<file path="config.mk">
export PLATFORM = sky130hd
export DESIGN_NAME = gpio_stream_bridge
export DESIGN_NICKNAME = d
export VERILOG_FILES = /design/src/rtl/gpio_bridge_pkg.sv /design/src/rtl/sync_word_fifo.sv /design/src/rtl/gpio_stream_bridge.sv
export SDC_FILE = /design/constraint.sdc
export NUM_CORES = 1
export LEC_CHECK = 0
export ABC_AREA = 1
export CAP_MARGIN = 15
export CORE_ASPECT_RATIO = 2
export CORE_UTILIZATION = 40
export DETAILED_ROUTE_END_ITERATION = 10
export DONT_BUFFER_PORTS = 1
export PLACE_DENSITY_LB_ADDON = 0.12
export SYNTH_ARGS = -nofsm -noshare
export SYNTH_HDL_FRONTEND = slang
export SYNTH_SLANG_ARGS = --single-unit
</file>
<file path="constraint.sdc">
create_clock -name clk -period 13.8 [get_ports clk]
set_clock_uncertainty 0.2 [all_clocks]
set_input_delay 4.14 -clock clk [delete_from_list [all_inputs] [get_ports clk]]
set_output_delay 4.14 -clock clk [all_outputs]
set_load 0.01 [all_outputs]
</file>
<file path="src/rtl/gpio_bridge_pkg.sv">
// rtl/gpio_bridge_pkg.sv - shared types and constants for the GPIO word/byte bridge
package gpio_bridge_pkg;

  typedef enum logic [1:0] {
    IDLE     = 2'd0,
    LOAD     = 2'd1,
    SEND     = 2'd2,
    WAIT_ACK = 2'd3
  } tx_state_t;

  localparam int BYTES_PER_WORD = 4;
  localparam int BYTE_CNT_W     = 2;

endpackage

</file>
<file path="src/rtl/sync_word_fifo.sv">
// rtl/sync_word_fifo.sv - single-clock word FIFO with registered head-of-queue output
module sync_word_fifo #(
  parameter int DEPTH = 4,
  parameter int WIDTH = 32
) (
  input  logic             clk,
  input  logic             rst,
  input  logic             push,
  input  logic [WIDTH-1:0] wr_data,
  input  logic             pop,
  output logic [WIDTH-1:0] rd_data,
  output logic             full,
  output logic             empty
);

  localparam int AW = $clog2(DEPTH);

  logic [WIDTH-1:0] mem [DEPTH];
  logic [AW:0]      wr_ptr;
  logic [AW:0]      rd_ptr;
  logic             do_push;
  logic             do_pop;

  // Pointers carry one extra MSB so full and empty are distinguishable when the indices match.
  assign empty   = (wr_ptr == rd_ptr);
  assign full    = (wr_ptr[AW] != rd_ptr[AW]) && (wr_ptr[AW-1:0] == rd_ptr[AW-1:0]);
  assign do_push = push && !full;
  assign do_pop  = pop && !empty;

  // Storage array; contents are don't-care until written, so no reset.
  always_ff @(posedge clk) begin
    if (do_push) begin
      mem[wr_ptr[AW-1:0]] <= wr_data;
    end
  end

  // Pointer update, wrapping naturally modulo 2*DEPTH.
  always_ff @(posedge clk or posedge rst) begin
    if (rst) begin
      wr_ptr <= '0;
      rd_ptr <= '0;
    end else begin
      if (do_push) wr_ptr <= wr_ptr + 1'b1;
      if (do_pop)  rd_ptr <= rd_ptr + 1'b1;
    end
  end

  // Head word is re-registered every cycle; it is valid one cycle after the FIFO turns non-empty
  // or after a pop, which the consumer's state sequence always allows for.
  always_ff @(posedge clk or posedge rst) begin
    if (rst) begin
      rd_data <= '0;
    end else begin
      rd_data <= mem[rd_ptr[AW-1:0]];
    end
  end

endmodule

</file>
<file path="src/rtl/gpio_stream_bridge.sv">
// rtl/gpio_stream_bridge.sv - host word FIFO to Pulpino byte toggle-handshake bridge, both directions
module gpio_stream_bridge
  import gpio_bridge_pkg::*;
#(
  parameter int pFIFO_DEPTH = 4,
  parameter int pWORD_BYTES = 4
) (
  input  logic        clk,
  input  logic        reset_i,
  input  logic [31:0] tx_word_i,
  input  logic        tx_valid_i,
  output logic        tx_ready_o,
  output logic [31:0] rx_word_o,
  output logic        rx_valid_o,
  input  logic        rx_ready_i,
  output logic [7:0]  gpio_data_in_o,
  output logic        in_io_turn_o,
  input  logic        in_pulpino_turn_i,
  input  logic [7:0]  gpio_data_out_i,
  input  logic        out_pulpino_turn_i,
  output logic        out_io_turn_o,
  output logic        tx_busy_o
);

  tx_state_t              tx_state;
  tx_state_t              tx_next;
  logic [31:0]            fifo_rd_data;
  logic                   fifo_full;
  logic                   fifo_empty;
  logic                   fifo_pop;
  logic                   ready_q;
  logic [31:0]            tx_shift;
  logic [BYTE_CNT_W-1:0]  tx_cnt;
  logic                   load_shift;
  logic                   do_send;
  logic                   do_shift;
  logic                   tx_acked;
  logic                   tx_last;

  logic [BYTE_CNT_W-1:0]  rx_cnt;
  logic [23:0]            rx_buf;
  logic                   rx_pending;
  logic                   rx_last;
  logic                   rx_accept;

  // ready_q keeps tx_ready_o low while reset is asserted and until the first clock after release.
  assign tx_ready_o = ready_q && !fifo_full;
  assign tx_busy_o  = !fifo_empty || (tx_state != IDLE);

  sync_word_fifo #(
    .DEPTH (pFIFO_DEPTH),
    .WIDTH (32)
  ) u_tx_fifo (
    .clk     (clk),
    .rst     (reset_i),
    .push    (tx_valid_i && tx_ready_o),
    .wr_data (tx_word_i),
    .pop     (fifo_pop),
    .rd_data (fifo_rd_data),
    .full    (fifo_full),
    .empty   (fifo_empty)
  );

  assign tx_acked = (in_pulpino_turn_i == in_io_turn_o);
  assign tx_last  = (tx_cnt == BYTE_CNT_W'(pWORD_BYTES - 1));

  // TX state register.
  always_ff @(posedge clk or posedge reset_i) begin
    if (reset_i) begin
      tx_state <= IDLE;
    end else begin
      tx_state <= tx_next;
    end
  end

  // TX next-state and datapath strobes.
  always_comb begin
    tx_next    = tx_state;
    fifo_pop   = 1'b0;
    load_shift = 1'b0;
    do_send    = 1'b0;
    do_shift   = 1'b0;
    case (tx_state)
      IDLE: begin
        if (!fifo_empty) tx_next = LOAD;
      end
      LOAD: begin
        fifo_pop   = 1'b1;
        load_shift = 1'b1;
        tx_next    = SEND;
      end
      SEND: begin
        do_send = 1'b1;
        tx_next = WAIT_ACK;
      end
      WAIT_ACK: begin
        if (tx_acked) begin
          if (tx_last) begin
            tx_next = fifo_empty ? IDLE : LOAD;
          end else begin
            do_shift = 1'b1;
            tx_next  = SEND;
          end
        end
      end
      default: tx_next = IDLE;
    endcase
  end

  // TX datapath: word shift register, byte counter, presented byte and outgoing token.
  always_ff @(posedge clk or posedge reset_i) begin
    if (reset_i) begin
      ready_q        <= 1'b0;
      tx_shift       <= '0;
      tx_cnt         <= '0;
      gpio_data_in_o <= '0;
      in_io_turn_o   <= 1'b0;
    end else begin
      ready_q <= 1'b1;
      if (load_shift) begin
        tx_shift <= fifo_rd_data;
        tx_cnt   <= '0;
      end else if (do_shift) begin
        tx_shift <= {8'h00, tx_shift[31:8]};
        tx_cnt   <= tx_cnt + 1'b1;
      end
      if (do_send) begin
        gpio_data_in_o <= tx_shift[7:0];
        in_io_turn_o   <= ~in_io_turn_o;
      end
    end
  end

  // The last byte of a word is held off (left unacknowledged) while the previous word is still
  // unread, unless the host is reading it in this very cycle.
  assign rx_pending = (out_pulpino_turn_i != out_io_turn_o);
  assign rx_last    = (rx_cnt == BYTE_CNT_W'(BYTES_PER_WORD - 1));
  assign rx_accept  = rx_pending && (!rx_last || !rx_valid_o || rx_ready_i);

  // RX assembler: capture bytes LSB first, publish the word on the last byte.
  always_ff @(posedge clk or posedge reset_i) begin
    if (reset_i) begin
      rx_cnt        <= '0;
      rx_buf        <= '0;
      rx_word_o     <= '0;
      rx_valid_o    <= 1'b0;
      out_io_turn_o <= 1'b0;
    end else begin
      if (rx_accept) begin
        out_io_turn_o <= out_pulpino_turn_i;
        rx_cnt        <= rx_cnt + 1'b1;
        case (rx_cnt)
          2'd0:    rx_buf[7:0]   <= gpio_data_out_i;
          2'd1:    rx_buf[15:8]  <= gpio_data_out_i;
          2'd2:    rx_buf[23:16] <= gpio_data_out_i;
          default: ;
        endcase
      end
      if (rx_accept && rx_last) begin
        rx_word_o  <= {gpio_data_out_i, rx_buf};
        rx_valid_o <= 1'b1;
      end else if (rx_ready_i) begin
        rx_valid_o <= 1'b0;
      end
    end
  end

endmodule
</file>
==> impl_metrics.toml, run 1 <==
[run_status]
status = "finished clean"

[drt]
drt-total-wl_um = 21600
first_iter_violations = 339
vias_per_cell = 4.84
drtAntennaViolNets = 0
wire_per_inst_um = 16.7
drc_errors = 0
via_count = 6253
drt-pass1-iter-count = 6

[worst_setup_path]
reg2reg_depth = 8
cp.required_ns = 9.46
critPathKind = "reg2out"
arrival_ns = 2.07
worst-path-max-fanout = 68
reg2reg_from = "u_tx_fifo.rd_ptr[0]"
critPathLaunch = "u_tx_fifo.rd_ptr[0]"
cp-end-kind = "primary output"
critPathLaunchType = "flip-flop"
rr_endpoint = "u_tx_fifo.mem[1][12]"
r2r_setup_slack_ns = 10.90
crit_path_end = "tx_ready_o"

[yosys]
ys.warnings.count = 0
synth_cells = 935
syn_area_per_cell_um2 = 11.2
syn_nets = 991
ys_types = 26
synth_area_um2 = 10400
synth-main-ff-cell = "dfrtp_1"
synth_edf_count = 128
synth-seq-cells = 272
async_flop_share_pct = 52.9
ys_seq_area_share_pct = 71.3

[sta]
fin_setup_tns_ns = 0
setup_viol = 0
fin_crit_sh_pct = 46.4
fmax_mhz = 156
worst_pin_slew_ns = 0.901
hold_viol_final = 0
fin_crit_ns = 6.41
relSlewSlack_pct = 39.9
rsz0062_at_grt = "false"
maxSlewViolCount = 0

[hold_path]
hold_class = "reg2reg"

[floorplan]
dieWidth_um = 116
ioPinCount = 91
row_count = 83
die_area_um2 = 26800
die_y_um = 230
start_util_pct = 40.7
fp.coreArea_um2 = 25700

[cells_and_area]
fin_nets = 989
syn_to_final_growth_pct = 11.5
utilization_pct = 45.4
drive_above_1_share_pct = 7.98
diodes = 0

[flow_run]
cap_violations = 0

[grt]
grt_usage_pct = 16.6
grt-ovfl-total = 0
grt_pass1_vias = 6340
grt_max_degree = 76
grt_pass1_wl_um = 34000
antenna_found_initial = 0

[placed_design]
io_buffers = 0
dp_hpwl_um = 13300
gp_congestion = 0.719

[clocking]
tritoncts.num_buffers = 25
clock_sinks = 272
cts_resized = 0
tritoncts = "done"
cts_buffer_depth = 3
cts_hold_buf = 0
worstSkewPairLatency_ns = 0.54
clk_pin_slew_worst_paths_ns = 0.07
post_cts_buffers = 0
htree_levels = 1
root_buffer = "clkbuf_16"

[power]
total_leakage_power_nw = 4.99
ir_worst_vdd_uv = 108
power.density_nw_per_um2 = 216
Yosys cell counts, types with 2 or more instances:
cell type	instances	area share, %
xor2_1	5	0.42
inv_1	72	2.6
ha_1	10	1.2
inv_2	4	0.14
dfrtp_1	144	35
mux2_2	9	0.97
nand2_1	227	8.2
nor2_1	113	4.1
o22ai_1	32	1.9
buf_6	2	0.22
nand3_1	9	0.43
o21ai_1	6	0.29
clkbuf_1	24	0.86
buf_2	12	0.58
edfxtp_1	128	37
o21ai_0	122	5.8
nand4_1	4	0.24
nor2_2	4	0.24
kinds of logic after synthesis:
| family | count (synthesis) | synth area share (%) |
|---|---|---|
| xor+xnor | 5 | 0.420 |
| other cells | 1 | 0.0359 |
| simple gates | 359 | 13.3 |
| buf+inv | 116 | 4.50 |
| compound gates | 163 | 8.24 |
| mux | 9 | 0.971 |
| fa+ha+maj | 10 | 1.20 |
| flops | 272 | 71.3 |
area by class of cell:
type	instances	area [µm²]
clock inverter	16	201
multi-input combinational	547	2530
tap	340	425
fill	2430	14000
timing repair buffer	11	82.6
inverter	76	290
sequential	272	7450
clock buffer	30	654
metal layers:
layer	global-route usage, %	up-vias	part of all wire [%]
met5	0	-	0
li1	-	3080	-
met4	6.33	0	2.6
met1	18.0	3008	39
met3	2.91	36	4.6
met2	31.2	129	54
sequential cells by signal, summed over array words and instances, names as in the netlist:
| name | cells |
|---|---|
| rx_word_o | 32 |
| u_tx_fifo.rd_ptr | 3 |
| out_io_turn_o | 1 |
| rx_valid_o | 1 |
| tx_shift | 32 |
| u_tx_fifo.wr_ptr | 3 |
| tx_state | 2 |
| rx_buf | 24 |
| in_io_turn_o | 1 |
| u_tx_fifo.rd_data | 32 |
| ready_q | 1 |
| rx_cnt | 2 |
| gpio_data_in_o | 8 |
| tx_cnt | 2 |
| u_tx_fifo.mem | 128 |
worst max-delay path, stage by stage (launching register included):
cell and delay [ns]:
dfrtp_2 0.34, buf_4 0.54, inv_1 0.13, nand2_1 0.10, nand2_1 0.08, nand3_1 0.16
nand2_1 0.07, inv_1 0.09
worst min path at each step:
stage / cells past startpoint / start / endpoint / slack (ns)
5_1_grt: 2 / rx_buf[8] / rx_word_o[8] / 0.28
4_1_cts: 2 / rx_buf[8] / rx_word_o[8] / 0.25
2_1_floorplan: 2 / u_tx_fifo.rd_data[24] / tx_shift[24] / 0.23
3_3_place_gp: 2 / u_tx_fifo.rd_data[26] / tx_shift[26] / 0.24
6_report: 2 / rx_buf[8] / rx_word_o[8] / 0.25
3_5_place_dp: 2 / u_tx_fifo.rd_data[31] / tx_shift[31] / 0.24
where the power goes:
part | leakage, nW | internal [mW] | switching [mW] | total, mW
Combinational | 1.60 | 0.181 | 0.412 | 0.593
Sequential | 2.98 | 1.07 | 0.125 | 1.20
Clock | 0.407 | 0.417 | 0.299 | 0.716
Total | 4.99 | 1.67 | 0.836 | 2.51
placed cells by master, fill, tap and decap left out, types with 2 or more instances in the layout:
cell / instances
buf_4: 11
bufinv_16: 4
clkbuf_1: 4
clkbuf_16: 25
clkinv_1: 2
clkinv_2: 3
clkinvlp_4: 4
dfrtp_1: 143
edfxtp_1: 128
ha_1: 10
inv_1: 71
inv_2: 4
inv_6: 2
mux2_2: 9
nand2_1: 227
nand3_1: 9
nand4_1: 4
nor2_1: 109
nor2_2: 8
o21ai_0: 122
o21ai_1: 6
o22ai_1: 32
xor2_1: 5
through the flow:
step / std cells / setup slack [ns] / area, µm² / hold WS, ns / power, mW
6_report: 1292 / 7.39 / 11600 / 0.251 / 2.51
5_1_grt: 1292 / 7.21 / 11600 / 0.280 / 2.68
4_1_cts: 1292 / 7.35 / 11600 / 0.249 / 2.55
3_5_place_dp: 1246 / 7.65 / 10800 / 0.241 / 1.83
3_3_place_gp: 1246 / 7.69 / 10800 / 0.239 / 1.82
2_1_floorplan: 935 / 5.59 / 10400 / 0.230 / 1.65
Power figures use the tool's default switching activity.
==> inputs of run 2 (changes only) <==
==> constraint.sdc (replaced) <==
create_clock -name clk -period 5.1 [get_ports clk]
set_clock_uncertainty 0.2 [all_clocks]
set_input_delay 1.53 -clock clk [delete_from_list [all_inputs] [get_ports clk]]
set_output_delay 1.53 -clock clk [all_outputs]
set_load 0.01 [all_outputs]
==> run 2 against run 1 <==
Hold slack better by 0.0056 ns; utilization up 0.24 points; wire length up 0.71%; clock-buffer cell count up 4; global-route usage up 0.20 points; highest routed layer unchanged; cell area up 0.54%; largest cell class unchanged; critical path depth down 1; final cell count about the same; combinational power rose to 2.7 times the previous value.
==> impl_metrics.toml, run 2 (synthesis gave the netlist of run 1 again) <==
[worst_setup_path]
cp-end-kind = "primary output"
worst-path-max-fanout = 35
cp.required_ns = 3.37
reg2reg_from = "tx_state[1]"
critPathKind = "reg2out"
r2r_setup_slack_ns = 2.45
rr_endpoint = "tx_shift[6]"
arrival_ns = 1.78
reg2reg_depth = 7
critPathLaunchType = "flip-flop"

[grt]
grt_usage_pct = 16.8
grt_pass1_vias = 6367
antenna_found_initial = 0
grt_pass1_wl_um = 34400
grt_max_degree = 66
grt-ovfl-total = 0

[sta]
hold_viol_final = 0
fin_ws_ns = 1.59
fin_crit_sh_pct = 68.9
fin_crit_ns = 3.51
maxSlewViolCount = 0
rsz0062_at_grt = "false"
worst_pin_slew_ns = 0.920
relSlewSlack_pct = 38.6
fmax_mhz = 285
setup_viol = 0
fin_setup_tns_ns = 0

[drt]
drtAntennaViolNets = 0
vias_per_cell = 4.81
first_iter_violations = 278
drt-pass1-iter-count = 4
via_count = 6216
wire_per_inst_um = 16.8
drc_errors = 0
drt-total-wl_um = 21700

[cells_and_area]
largest_register_ffs = 128
drive_above_1_share_pct = 7.87
diodes = 0
layout_commonest_cell = "nand2_1"
utilization_pct = 45.6
final_cell_mix = "nand2_1, dfrtp_1, edfxtp_1"
fin_nets = 991
fin_area_um2 = 11700
syn_to_final_growth_pct = 12.1

[power]
total_leakage_power_nw = 5.02
comb_power_share_pct = 23.3
p_int_mw = 4.61
ir_worst_vdd_uv = 318
pwr-share-seq_pct = 47.6
p_switching_mw = 2.24
pwr-share-clk_pct = 29.1
power.density_nw_per_um2 = 585
p_sw_share_pct = 32.7

[placed_design]
io_buffers = 0
dp_hpwl_um = 13700
placed_area_um2 = 10800
dp_slack_ns = 1.94
gp_congestion = 0.731

[flow_run]
cap_violations = 0

[hold_path]
whs_endpoint = "tx_shift[25]"
hold_class = "reg2reg"
hold_depth = 2
hp-start = "u_tx_fifo.rd_data[25]"

[clocking]
htree_levels = 1
tritoncts = "done"
cts_resized = 0
tritoncts.num_buffers = 25
worstSkewPairLatency_ns = 0.53
cts_buffer_depth = 3
root_buffer = "clkbuf_16"
post_cts_buffers = 0
clock_sinks = 272
cts_hold_buf = 0
clk_pin_slew_worst_paths_ns = 0.07

[floorplan]
dieWidth_um = 116
row_count = 83
fp.coreArea_um2 = 25700
die_y_um = 230
start_util_pct = 40.7
ioPinCount = 91
die_area_um2 = 26800

[run_status]
status = "finished clean"
run 2: stage by stage:
step	total power, mW	hold WS, ns	cells
2_1_floorplan	4.45	0.230	935
4_1_cts	6.98	0.256	1293
3_3_place_gp	4.93	0.238	1248
3_5_place_dp	4.96	0.243	1248
5_1_grt	7.31	0.281	1293
6_report	6.85	0.257	1293
run 2: area by class of cell:
type | count | area [µm²]
fillers | 2352 | 14000
clock inverters | 11 | 189
flip-flops and latches | 272 | 7450
repair buffers | 13 | 123
multi-input cells | 547 | 2530
clock buffers | 34 | 691
well taps | 340 | 425
inverters | 76 | 289
run 2: how the worst max path moves through the flow:
stage,from,endpoint,slack (ns),cells after the start
after CTS,u_tx_fifo.rd_ptr[1],tx_ready_o,1.53,6
after detailed placement,in_pulpino_turn_i,tx_shift[14],1.94,8
final,u_tx_fifo.rd_ptr[1],tx_ready_o,1.59,6
after global routing,u_tx_fifo.rd_ptr[1],tx_ready_o,1.47,6
after global placement,in_pulpino_turn_i,tx_shift[14],1.96,8
after floorplan,tx_valid_i,u_tx_fifo.mem[0][0],1.38,2
run 2: layer usage:
layer | track usage (%) | vias up | part of all wire (%)
met4 | 8.13 | 0 | 4.2
met3 | 2.94 | 41 | 4.6
met1 | 17.7 | 2961 | 37
met2 | 31.4 | 132 | 54
li1 | - | 3082 | -
met5 | 0 | - | 0
run 2: worst max-delay path, cell delays in order (launching register included):
cell and delay [ns]:
dfrtp_1 0.34, buf_4 0.37, nand2_1 0.09, nand2_1 0.11, nand3_1 0.16, nand2_1 0.11, inv_1 0.07
run 2: power by group through the flow:
stage | Clock (mW) | Sequential [mW] | Combinational, mW
finish | 1.99 | 3.26 | 1.59
global route | 2.12 | 3.35 | 1.84
CTS | 2.06 | 3.27 | 1.65
detailed placement | 0 | 3.31 | 1.64
global placement | 0 | 3.31 | 1.62
floorplan | 0 | 3.21 | 1.24
